<file path="src/rtl/traffic_light_monitor.sv">
// Two-direction traffic light checker: encoding, conflict, sequencing and main-road cycle count.
// Yellow duration checks are compiled in only when TL_MON_YELLOW_TIMING_EN is defined.
module traffic_light_monitor #(
   parameter int YELLOW_MIN = 2,
   parameter int YELLOW_MAX = 8,
   parameter int CNT_W      = 16
) (
   input  logic             clk,
   input  logic             rst,
   input  logic [2:0]       light_main,
   input  logic [2:0]       light_cross,
   input  logic             clr_fault,
   output logic             fault,
   output logic [2:0]       fault_code,
   output logic [CNT_W-1:0] main_cycles
);

   typedef enum logic [2:0] {
      ST_UNPRIMED,
      ST_RED,
      ST_GREEN,
      ST_YELLOW,
      ST_INVALID
   } dir_state_e;

   localparam logic [2:0] LAMP_RED     = 3'b100;
   localparam logic [2:0] LAMP_YELLOW  = 3'b010;
   localparam logic [2:0] LAMP_GREEN   = 3'b001;

   localparam logic [2:0] F_NONE       = 3'd0;
   localparam logic [2:0] F_INVALID    = 3'd1;
   localparam logic [2:0] F_CONFLICT   = 3'd2;
   localparam logic [2:0] F_TRANSITION = 3'd3;

   // Index 0 is the main road, index 1 the cross road.
   logic [2:0]       lamp  [2];
   dir_state_e       trk_q [2];
   dir_state_e       trk_d [2];
   logic             primed_q;
   logic             fault_q;
   logic [2:0]       code_q;
   logic [CNT_W-1:0] cycles_q;
   logic [2:0]       cand;
   logic             any_invalid;
   logic             trans_bad;
   logic             conflict;
   logic             main_r2g;

   assign lamp[0] = light_main;
   assign lamp[1] = light_cross;

`ifdef TL_MON_YELLOW_TIMING_EN
   localparam logic [2:0]      F_YEL_SHORT = 3'd4;
   localparam logic [2:0]      F_YEL_LONG  = 3'd5;
   localparam int              YC_W        = $clog2(YELLOW_MAX + 2);
   localparam logic [YC_W-1:0] Y_MIN_C     = YC_W'(YELLOW_MIN);
   localparam logic [YC_W-1:0] Y_MAX_C     = YC_W'(YELLOW_MAX);
   localparam logic [YC_W-1:0] Y_SAT_C     = YC_W'(YELLOW_MAX + 1);

   logic [YC_W-1:0] ycnt_q [2];
   logic [YC_W-1:0] ycnt_d [2];
   logic            yel_short;
   logic            yel_long;
`endif

   function automatic dir_state_e decode(input logic [2:0] l);
      case (l)
         LAMP_RED:    return ST_RED;
         LAMP_YELLOW: return ST_YELLOW;
         LAMP_GREEN:  return ST_GREEN;
         default:     return ST_INVALID;
      endcase
   endfunction

   function automatic logic legal_step(input dir_state_e p, input dir_state_e c);
      return (p == c)
          || (p == ST_RED    && c == ST_GREEN)
          || (p == ST_GREEN  && c == ST_YELLOW)
          || (p == ST_YELLOW && c == ST_RED);
   endfunction

   // NOTE: registers use non-blocking assignments so every flop samples
   // pre-edge values regardless of process evaluation order.
   always_ff @(posedge clk) begin
      if (rst) begin
         trk_q[0] <= ST_UNPRIMED;
         trk_q[1] <= ST_UNPRIMED;
         primed_q <= 1'b0;
         fault_q  <= 1'b0;
         code_q   <= F_NONE;
         cycles_q <= '0;
      end else begin
         trk_q[0] <= trk_d[0];
         trk_q[1] <= trk_d[1];
         primed_q <= 1'b1;
         if (main_r2g) cycles_q <= cycles_q + CNT_W'(1);
         // A clear pulse still lets a fault seen in the same sample win.
         if (clr_fault) begin
            fault_q <= (cand != F_NONE);
            code_q  <= cand;
         end else if (!fault_q && cand != F_NONE) begin
            fault_q <= 1'b1;
            code_q  <= cand;
         end
      end
   end

`ifdef TL_MON_YELLOW_TIMING_EN
   always_ff @(posedge clk) begin
      if (rst) begin
         ycnt_q[0] <= '0;
         ycnt_q[1] <= '0;
      end else begin
         ycnt_q[0] <= ycnt_d[0];
         ycnt_q[1] <= ycnt_d[1];
      end
   end
`endif

   // Next state: each tracker simply records the class of the current sample.
   always_comb begin
      for (int d = 0; d < 2; d++) begin
         trk_d[d] = decode(lamp[d]);
`ifdef TL_MON_YELLOW_TIMING_EN
         // NOTE: every path assigns the counter, so no latch is inferred.
         ycnt_d[d] = '0;
         if (trk_d[d] == ST_YELLOW) begin
            if (trk_q[d] != ST_YELLOW)  ycnt_d[d] = YC_W'(1);
            else if (ycnt_q[d] == Y_SAT_C) ycnt_d[d] = ycnt_q[d];
            else                         ycnt_d[d] = ycnt_q[d] + YC_W'(1);
         end
`endif
      end
   end

   // Outputs of the trackers: candidate fault and the main-road cycle event.
   always_comb begin
      any_invalid = 1'b0;
      trans_bad   = 1'b0;
`ifdef TL_MON_YELLOW_TIMING_EN
      yel_short   = 1'b0;
      yel_long    = 1'b0;
`endif
      for (int d = 0; d < 2; d++) begin
         if (trk_d[d] == ST_INVALID) any_invalid = 1'b1;
         if (primed_q && trk_q[d] != ST_INVALID && trk_d[d] != ST_INVALID
             && !legal_step(trk_q[d], trk_d[d]))
            trans_bad = 1'b1;
`ifdef TL_MON_YELLOW_TIMING_EN
         if (trk_q[d] == ST_YELLOW && trk_d[d] == ST_RED && ycnt_q[d] < Y_MIN_C)
            yel_short = 1'b1;
         if (trk_q[d] == ST_YELLOW && trk_d[d] == ST_YELLOW && ycnt_q[d] == Y_MAX_C)
            yel_long = 1'b1;
`endif
      end
      conflict = (light_main != LAMP_RED) && (light_cross != LAMP_RED);
      main_r2g = primed_q && trk_q[0] == ST_RED && trk_d[0] == ST_GREEN;

      cand = F_NONE;
      if (any_invalid)    cand = F_INVALID;
      else if (conflict)  cand = F_CONFLICT;
      else if (trans_bad) cand = F_TRANSITION;
`ifdef TL_MON_YELLOW_TIMING_EN
      else if (yel_short) cand = F_YEL_SHORT;
      else if (yel_long)  cand = F_YEL_LONG;
`endif
   end

   assign fault       = fault_q;
   assign fault_code  = code_q;
   assign main_cycles = cycles_q;

endmodule

</file>
<file path="config.mk">
export PLATFORM = sky130hd
export DESIGN_NAME = traffic_light_monitor
export DESIGN_NICKNAME = d
export VERILOG_FILES = /design/src/rtl/traffic_light_monitor.sv
export SDC_FILE = /design/constraint.sdc
export NUM_CORES = 1
export LEC_CHECK = 0
export ABC_CLOCK_PERIOD_IN_PS = 2600
export BUFFER_PORTS_ARGS = -buffer_cell sky130_fd_sc_hd__buf_2
export CAP_MARGIN = 30
export CORE_MARGIN = 3
export CORE_UTILIZATION = 35
export CTS_CLUSTER_DIAMETER = 120
export DETAILED_ROUTE_END_ITERATION = 6
export MAX_ROUTING_LAYER = met4
export PLACE_DENSITY = 0.66
export SLEW_MARGIN = 20
export SYNTH_ARGS = -nofsm -noshare
export SYNTH_HDL_FRONTEND = slang
export SYNTH_SLANG_ARGS = --single-unit
</file>
<file path="constraint.sdc">
create_clock -name clk -period 2.6 [get_ports clk]
set_input_delay 0 -clock clk [delete_from_list [all_inputs] [get_ports clk]]
set_output_delay 0 -clock clk [all_outputs]
set_load 0.02 [all_outputs]
</file>
=== Word level (Yosys, flattened, before mapping) ===
Memory sizes are Yosys's and may differ from the RTL's.
Cells that the tools add are included.

* Bits in latches: 0
* Input port bits: 9
* Bits in read-only memories: 0
* Word-level logic and storage cells: 81
* Bits in writable memories: 6
* Register bits: 21
* Memories: 1
* Output and inout bits: 20

* Order comparisons: 0
* Divide/modulo/power cells: 0
* Mux-type cells: 18
* Add/sub/neg operators: 1
* Multipliers: 0
* Reductions and logical operators: 27
* Bitwise logic cells: 2
* Equal/unequal tests: 28
* Shifts and indexed selects: 0

{| class="wikitable"
|+ Memory list
! name !! depth !! width !! read ports !! clocked after Yosys merged registers in !! write ports !! RTL line !! RTL
|-
| trk_q || 2 || 3 || 2 || 0 || 2 || 37 || <nowiki>dir_state_e trk_q [2];</nowiki>
|}

{| class="wikitable"
|+ Operators with widths
! kind !! count
|-
| 3-bit by 2-bit equality test with 1-bit output (second input constant) || 10
|-
| 3-bit by 1-bit equality test with 1-bit output (second input constant) || 6
|-
| 3-bit inequality test (second input constant) || 6
|-
| 3-bit case mux with 3 select lines || 2
|-
| 16-bit by 1-bit adder with 16-bit output (second input constant) || 1
|-
| 1-bit logical AND || 16
|-
| 3-bit equality test (second input constant) || 4
|-
| 3-bit 2-to-1 mux || 4
|-
| 1-bit 2-to-1 mux || 9
|-
| 3-bit equality test || 2
|-
| 1-bit logical OR || 6
|-
| 2-bit 2-to-1 mux || 3
|-
| 1-bit logical NOT || 3
|-
| 3-bit nonzero test || 1
|-
| 1-bit OR || 2
|-
| 2-bit nonzero test || 1
|}

=== Depth between registers and ports, before layout ===
Gate-level depths: netlist (run 1).

* Word-level depth: 18
* Gate-level depth with buffers: 7
* Mapped depth without buffers: 5

=== Worst setup path before layout (run 1) ===
No wires, ideal clock.

* Path kind: reg2reg
* From: register cycles_q[6], in the netlist main_cycles[6]
* To: register cycles_q[14], in the netlist main_cycles[14]
* Buffers on the path: 0
* Data arrival time: 1.335 ns
* Setup slack: 1.137 ns
* Library setup time: 0.128 ns
* Stages on the path, launching flop included: 6
* Cell sequence: dfxtp_1 -> and4_1 -> and4_1 -> nor3b_1 -> xnor2_1 -> nor2_1

* Word-level cells in the longest chain between the ends: 1

{| class="wikitable"
|+ Ends and longest elaborated chain
! item !! RTL line !! RTL
|-
| start: declaration || 42 || <nowiki>logic [CNT_W-1:0] cycles_q;</nowiki>
|-
| start signal: assignment || 96 || <nowiki>if (main_r2g) cycles_q <= cycles_q + CNT_W'(1);</nowiki>
|-
| 16-bit by 1-bit adder with 16-bit output || 96 ||
|}

No other way between the ends.
A chain may end at the register's enable or synchronous reset.

=== Final worst setup path (run 1) ===
* From: input light_cross[0]
* To: register fault_q, in the netlist fault

* Word-level cells in the longest chain between the ends: 16

{| class="wikitable"
|+ Ends and longest elaborated chain
! item !! RTL line !! RTL
|-
| start: declaration || 11 || <nowiki>input logic [2:0] light_cross,</nowiki>
|-
| 3-bit by 1-bit equality test with 1-bit output (tied with other cells) || 67 || <nowiki>case (l)</nowiki>
|-
| 3-bit case mux with 3 select lines || 67 ||
|-
| 3-bit by 2-bit equality test with 1-bit output || 77 || <nowiki>|| (p == ST_RED && c == ST_GREEN)</nowiki>
|-
| 1-bit logical AND || 77 ||
|-
| 1-bit logical OR || 77 ||
|-
| 1-bit logical OR || 78 || <nowiki>|| (p == ST_GREEN && c == ST_YELLOW)</nowiki>
|-
| 1-bit logical OR || 79 || <nowiki>|| (p == ST_YELLOW && c == ST_RED);</nowiki>
|-
| 1-bit logical NOT || 147 || <nowiki>&& !legal_step(trk_q[d], trk_d[d]))</nowiki>
|-
| 1-bit logical AND || 147 ||
|-
| 1-bit 2-to-1 mux || 146 || <nowiki>if (primed_q && trk_q[d] != ST_INVALID && trk_d[d] != ST_INVALID</nowiki>
|-
| 2-bit 2-to-1 mux || 162 || <nowiki>else if (trans_bad) cand = F_TRANSITION;</nowiki>
|-
| 2-bit 2-to-1 mux || 161 || <nowiki>else if (conflict) cand = F_CONFLICT;</nowiki>
|-
| 2-bit 2-to-1 mux * || 160 || <nowiki>if (any_invalid) cand = F_INVALID;</nowiki>
|-
| 3-bit nonzero test * || 99, 101 ||
|-
| 1-bit logical AND || 101 || <nowiki>end else if (!fault_q && cand != F_NONE) begin</nowiki>
|-
| 2-bit nonzero test (no source line) || -- ||
|-
| end signal: assignment || 99 || <nowiki>fault_q <= (cand != F_NONE);</nowiki>
|-
| end: declaration || 40 || <nowiki>logic fault_q;</nowiki>
|}

Mark *: on every way between the ends. The rest lies on a longest branch, timed or not.

==> out/results.tsv, run 1 <==
metric	value	unit
final hold violation count	0	
area of the die	4713	µm²
H-tree Lvls	1	
setup_tns	0	ns
RSZ-0062 raised after global routing	false	
final worst-path cycle share	64.91	%
DIE WIDTH	68.65	µm
post-cts hold buffer count	3	
Mapped Area	1374	µm²
total clock sinks	26	
Initial DRC Count	59	
minimum clock period	1.688	ns
utilization after layout	42.36	%
Syn Inst Count	155	
Final Wtd Congestion	0.7526	
port bufs	27	
Cell variety after synth	47	
status	completed	
total wire length	2.786	mm
Syn Nets	165	
Die Height	68.65	µm
Worst Hold End	trk_q[0][1]	
clk slew on worst S/H paths	0.09	ns
first-pass detailed-route iteration total	4	
max-cap viol count	0	
clock root cell	clkbuf_8	
Clock Skew	0.006370	ns
n_diodes	0	
post_cts resized	0	
Area growth syn-to-layout	14.57	%
Worst Path Required	2.75	ns
CP max stage delay	0.53	ns
final net count	190	
pre-CTS setup slack	0.9771	ns
area of the multi-input gates	779.5	µm²
vias in the first global route	1069	
reg2reg end	main_cycles[11]	
Worst Path Arrival	1.84	ns
dominant synthesized flop cell	dfxtp_1	
largest net degree at the start of global routing	26	
reg2reg path depth	5	
Num CTS Buffers	3	
worst reg2reg startpoint	trk_q[0][0]	
Tot GR Track Use	13.74	%
Critical Path Sink Type	flip-flop	
initial antenna violation count	0	
DRC	0	
CP startpoint kind	input pin	
#FFs+latches synth	26	
fillers	390	
CP top delay family	buffers and inverters	
Seq/Total Area, Yosys	37.89	%
reg2reg setup slack	0.98	ns
clk_lat worst skew	0.27	ns
Crit Path Class	input pin to flip-flop	
Via density	5.000	
Crit Path Max Fanout	8	
CTS max path bufs	2	
Final Max Slew Viols	0	
number of flops mapped to enable cells by yosys	0	
DPL Wire Length	1.981	mm
fin worst setup slack	0.9123	ns
Placement Rows	22	
storage element area	520.5	µm²
antenna-violating nets left	0	
HP Start	light_main[2]	
CP most frequent cell	a31oi_1	
first-pass GRT wire length	4.781	mm
Post-CTS Setup Bufs	0	
DR WL/cell	12.33	µm
Crit-path slowest cell	dlygate4sd3_1	
via count	1130	
cell area power density	470.0	nW/µm²
I/O Pins	29	
CTS tree	done	
Yosys warnings	0	
CP Cell Sequence	dlygate4sd3_1 > buf_2 > or3b_2 > o221ai_1 > a31oi_1 > a211oi_2 > a31oi_1	
leak pwr	0.0006268	µW
Worst VDD drop	0.2754	mV
ys async rst share	0	%
worst hold stages	2	
Max Clk Rate	0.5925	GHz
syn_area_per_cell	8.863	µm²
critical path depth	7	
Buf/Inv on CP	2	
Worst Hold Class	input pin to flip-flop	
GRT overflow	0	
Finish-stage setup viols	0	
Core Area	3716	µm²
initial core utilization	36.97	%
layout cells sized above 1	23.60	%
[synth_stat cells (all sizes together), types with 4 or more instances]
| cell type | n | share of area, % |
|---|---|---|
| dfxtp | 26 | 38 |
| nor2 | 21 | 5.7 |
| xnor2 | 9 | 5.7 |
| xor2 | 9 | 5.7 |
| buf | 7 | 4.0 |
| nand4 | 7 | 3.6 |
| nand3 | 6 | 2.2 |
| o21ai | 6 | 2.2 |
| nand2 | 5 | 1.4 |
| a21oi | 4 | 1.5 |
| and2 | 4 | 1.8 |
| nor3 | 4 | 1.5 |
| nor3b | 4 | 2.2 |
[logic make-up after synthesis]
kind of cell             share of synthesized area [%]
AND/OR/NAND/NOR                                  30.33
flip-flops                                       37.89
AO/OA/AOI/OAI                                    13.02
XOR/XNOR                                         11.48
buffers and inverters                            5.373
adder cells (fa/ha/maj)                         0.9106
other                                           0.2730
multiplexers                                    0.7286
[metal layers]
layer / vias to the layer above / global-route usage (%) / part of all wire [%]
met1: 515 / 16.75 / 48
met3: 4 / 3.404 / 4.1
met2: 22 / 22.53 / 47
met4: 0 / 3.722 / 1.1
li1: 589 / - / -
met5: - / - / 0
[final cells by class]
class                           instances  share of cell area (%)
Multi-Input combinational cell        117                   49.52
Sequential cell                        26                   33.07
Timing Repair Buffer                   30                   10.49
Tap cell                               48                   3.816
Clock buffer                            3                   2.623
Inverter                                2                  0.4769
[worst register-to-register path: stages (launching register included)]
cell and delay, ns:
dfxtp_1 0.40, nor4b_4 0.28, and3_1 0.44, nand4_1 0.17, xor2_1 0.15, nor2_1 0.05
[where the power goes]
group          switching, µW  internal, µW  total [µW]
combinational           50.2          39.7        89.9
clock                    128           104         232
sequential              9.66           408         418
total                    188           552         740
[sequential cells by signal (all words and copies together), names as in the netlist]
| register | flops |
|---|---|
| trk_q | 6 |
| primed_q | 1 |
| main_cycles | 16 |
| fault_code | 2 |
| fault | 1 |
[cell usage in the layout, fill, tap and decap left out, types with 3 or more instances in the layout]
master          n
dlygate4sd3_1   3
dfxtp_1        26
nand2b_1        3
nor2b_1         3
nand4_1         6
xnor2_1         9
nor3_1          4
nand2_1         5
and2_1          4
nor3b_1         4
o21ai_0         5
buf_2          27
nand3_1         6
a31oi_1         3
xor2_1          9
clkbuf_8        3
nor2_1         21
a21oi_1         4
[through the flow]
step / power, µW / hold WS (ns) / instance area, µm² / std cells
2_1_floorplan: 498.2 / 0.07734 / 1374 / 155
3_3_place_gp: 513.3 / 0.2763 / 1503 / 220
3_5_place_dp: 513.7 / 0.2799 / 1503 / 220
4_1_cts: 750.3 / 0.001763 / 1574 / 226
5_1_grt: 774.3 / 0.03534 / 1574 / 226
6_report: 739.8 / 0.009874 / 1574 / 226
[worst max-delay path by stage]
| stage | to | start |
|---|---|---|
| floorplan | main_cycles[14] | main_cycles[6] |
| global placement | main_cycles[15] | trk_q[0][0] |
| detailed placement | main_cycles[3] | trk_q[0][0] |
| CTS | fault | light_cross[0] |
| global route | main_cycles[13] | light_main[0] |
| finish | fault | light_cross[0] |
Power figures use the tool's default switching activity.
==> run 2, diff against run 1 <==
Settings changed: ABC_CLOCK_PERIOD_IN_PS 2600 to 1450, PLACE_DENSITY 0.66 to 0.68.
Clock period 2.6 ns to 1.45 ns, I/O delays scaled along.
==> out/results.tsv, run 2 (synthesis gave the netlist of run 1 again) <==
metric	value	unit
status	finished with violations	
violated checks	negative setup slack	
Critical Path Sink Type	flip-flop	
reg2reg setup slack	-0.07	ns
final hold violation count	0	
reg2reg end	main_cycles[6]	
CTS tree	done	
minimum clock period	1.521	ns
leak pwr	0.0007436	µW
worst reg2reg startpoint	trk_q[0][1]	
DPL Wire Length	2.261	mm
Final Wtd Congestion	0.7060	
Num CTS Buffers	3	
RSZ-0062 raised after global routing	true	
largest net degree at the start of global routing	17	
utilization after layout	49.33	%
most common cell after layout, fill and taps aside	buf_2	
initial core utilization	36.97	%
Initial DRC Count	59	
layout cells sized above 1	41.21	%
max-cap viol count	0	
critical path depth	5	
Worst VDD drop	0.4188	mV
Final Max Slew Viols	0	
CP top delay family	simple AND/OR/NAND/NOR gates	
CTS max path bufs	2	
I/O Pins	29	
Worst Hold Class	input pin to flip-flop	
clock root cell	clkbuf_8	
Setup crit end	main_cycles[6]	
DRC	0	
Core Area	3716	µm²
clk_lat worst skew	0.27	ns
total clock sinks	26	
Placement Rows	22	
Tot GR Track Use	14.84	%
Placed Area	1668	µm²
Worst Path Arrival	1.73	ns
Clock Skew	0.008254	ns
CP startpoint kind	flip-flop	
H-tree Lvls	1	
DIE WIDTH	68.65	µm
Worst Path Required	1.66	ns
first-pass GRT wire length	5.216	mm
placed cells	240	
CP max stage delay	0.39	ns
fin cells	247	
n_diodes	0	
clk slew on worst S/H paths	0.10	ns
Crit Path Class	flip-flop to flip-flop	
CP Cell Sequence	nor4b_4 > buf_4 > nand4_4 > or3_1 > a21oi_1	
Via density	5.053	
DR WL/cell	13.20	µm
initial antenna violation count	0	
antenna-violating nets left	0	
crit path from	trk_q[0][1]	
total wire length	3.261	mm
most frequent cells in the layout	buf_2, buf_4, nor2_1	
Area growth syn-to-layout	33.42	%
Max Clk Rate	0.6575	GHz
post-cts hold buffer count	0	
final net count	210	
Finish-stage setup viols	3	
via count	1248	
port bufs	27	
GRT overflow	0	
final worst-path cycle share	104.9	%
vias in the first global route	1160	
fin worst setup slack	-0.07092	ns
Crit-path slowest cell	or3_1	
area of the die	4713	µm²
Largest register FFs	16	
first-pass detailed-route iteration total	4	
Die Height	68.65	µm
cell area power density	847.1	nW/µm²
Crit Path Max Fanout	8	
Buf/Inv on CP	1	
Final Instance Area	1833	µm²
reg2reg path depth	5	
setup_tns	-0.1283	ns
-- run 2: area by class of cell --
| cell class | count | area [µm²] |
|---|---|---|
| well taps | 48 | 60.06 |
| repair buffers | 49 | 300.3 |
| clock inverters | 1 | 30.03 |
| multi-input cells | 118 | 865.8 |
| inverters | 2 | 7.507 |
| flip-flops and latches | 26 | 528.0 |
| fillers | 396 | 1883 |
| clock buffers | 3 | 41.29 |
-- run 2: per-layer routing --
layer | up-vias | part of all wire [%] | track usage [%] | routed length (µm)
met4 | 0 | 0.52 | 4.467 | 17
met2 | 19 | 50 | 23.60 | 1645
li1 | 631 | - | - | -
met1 | 596 | 46 | 19.29 | 1494
met3 | 2 | 3.2 | 2.431 | 103
met5 | - | 0 | - | 0
-- run 2: worst min path at each step --
stage                         from  slack, ns  cells past startpoint          end
finish               light_main[2]       0.02                      2  trk_q[0][1]
detailed placement   light_main[2]       0.31                      2  trk_q[0][1]
floorplan           light_cross[2]       0.08                      1  trk_q[0][4]
global placement     light_main[2]       0.30                      2  trk_q[0][1]
global route         light_main[2]       0.03                      2  trk_q[0][1]
CTS                  light_main[2]       0.02                      2  trk_q[0][1]
-- run 2: timing repair --
item | CTS | global route
pin swaps | 10 | 12
buffers inserted | 1 | 2
gates resized for setup | 8 | 12
hold endpoints to repair | 0 | 0
setup endpoints to repair | 16 | 19
gates cloned | 0 | 1
-- run 2: worst reg2reg max path: stages, from the launching register on --
cell,delay (ns)
dfxtp_2,0.35
nor4b_4,0.24
buf_4,0.18
nand4_4,0.18
or3_1,0.39
a21oi_1,0.14
-- run 2: where the power goes --
part / switching (µW) / internal (µW)
clock network: 231 / 369
registers: 19.1 / 733
logic: 108 / 91.5
-- run 2: through the flow --
step | hold WS (ns) | worst slack [ns] | total power, µW
finish | 0.01610 | -0.07092 | 1553
global placement | 0.3038 | -0.03528 | 943.5
floorplan | 0.07734 | 0.01118 | 893.3
global route | 0.02598 | -0.1072 | 1605
detailed placement | 0.3104 | -0.07748 | 946.1
CTS | 0.02072 | -0.04119 | 1545
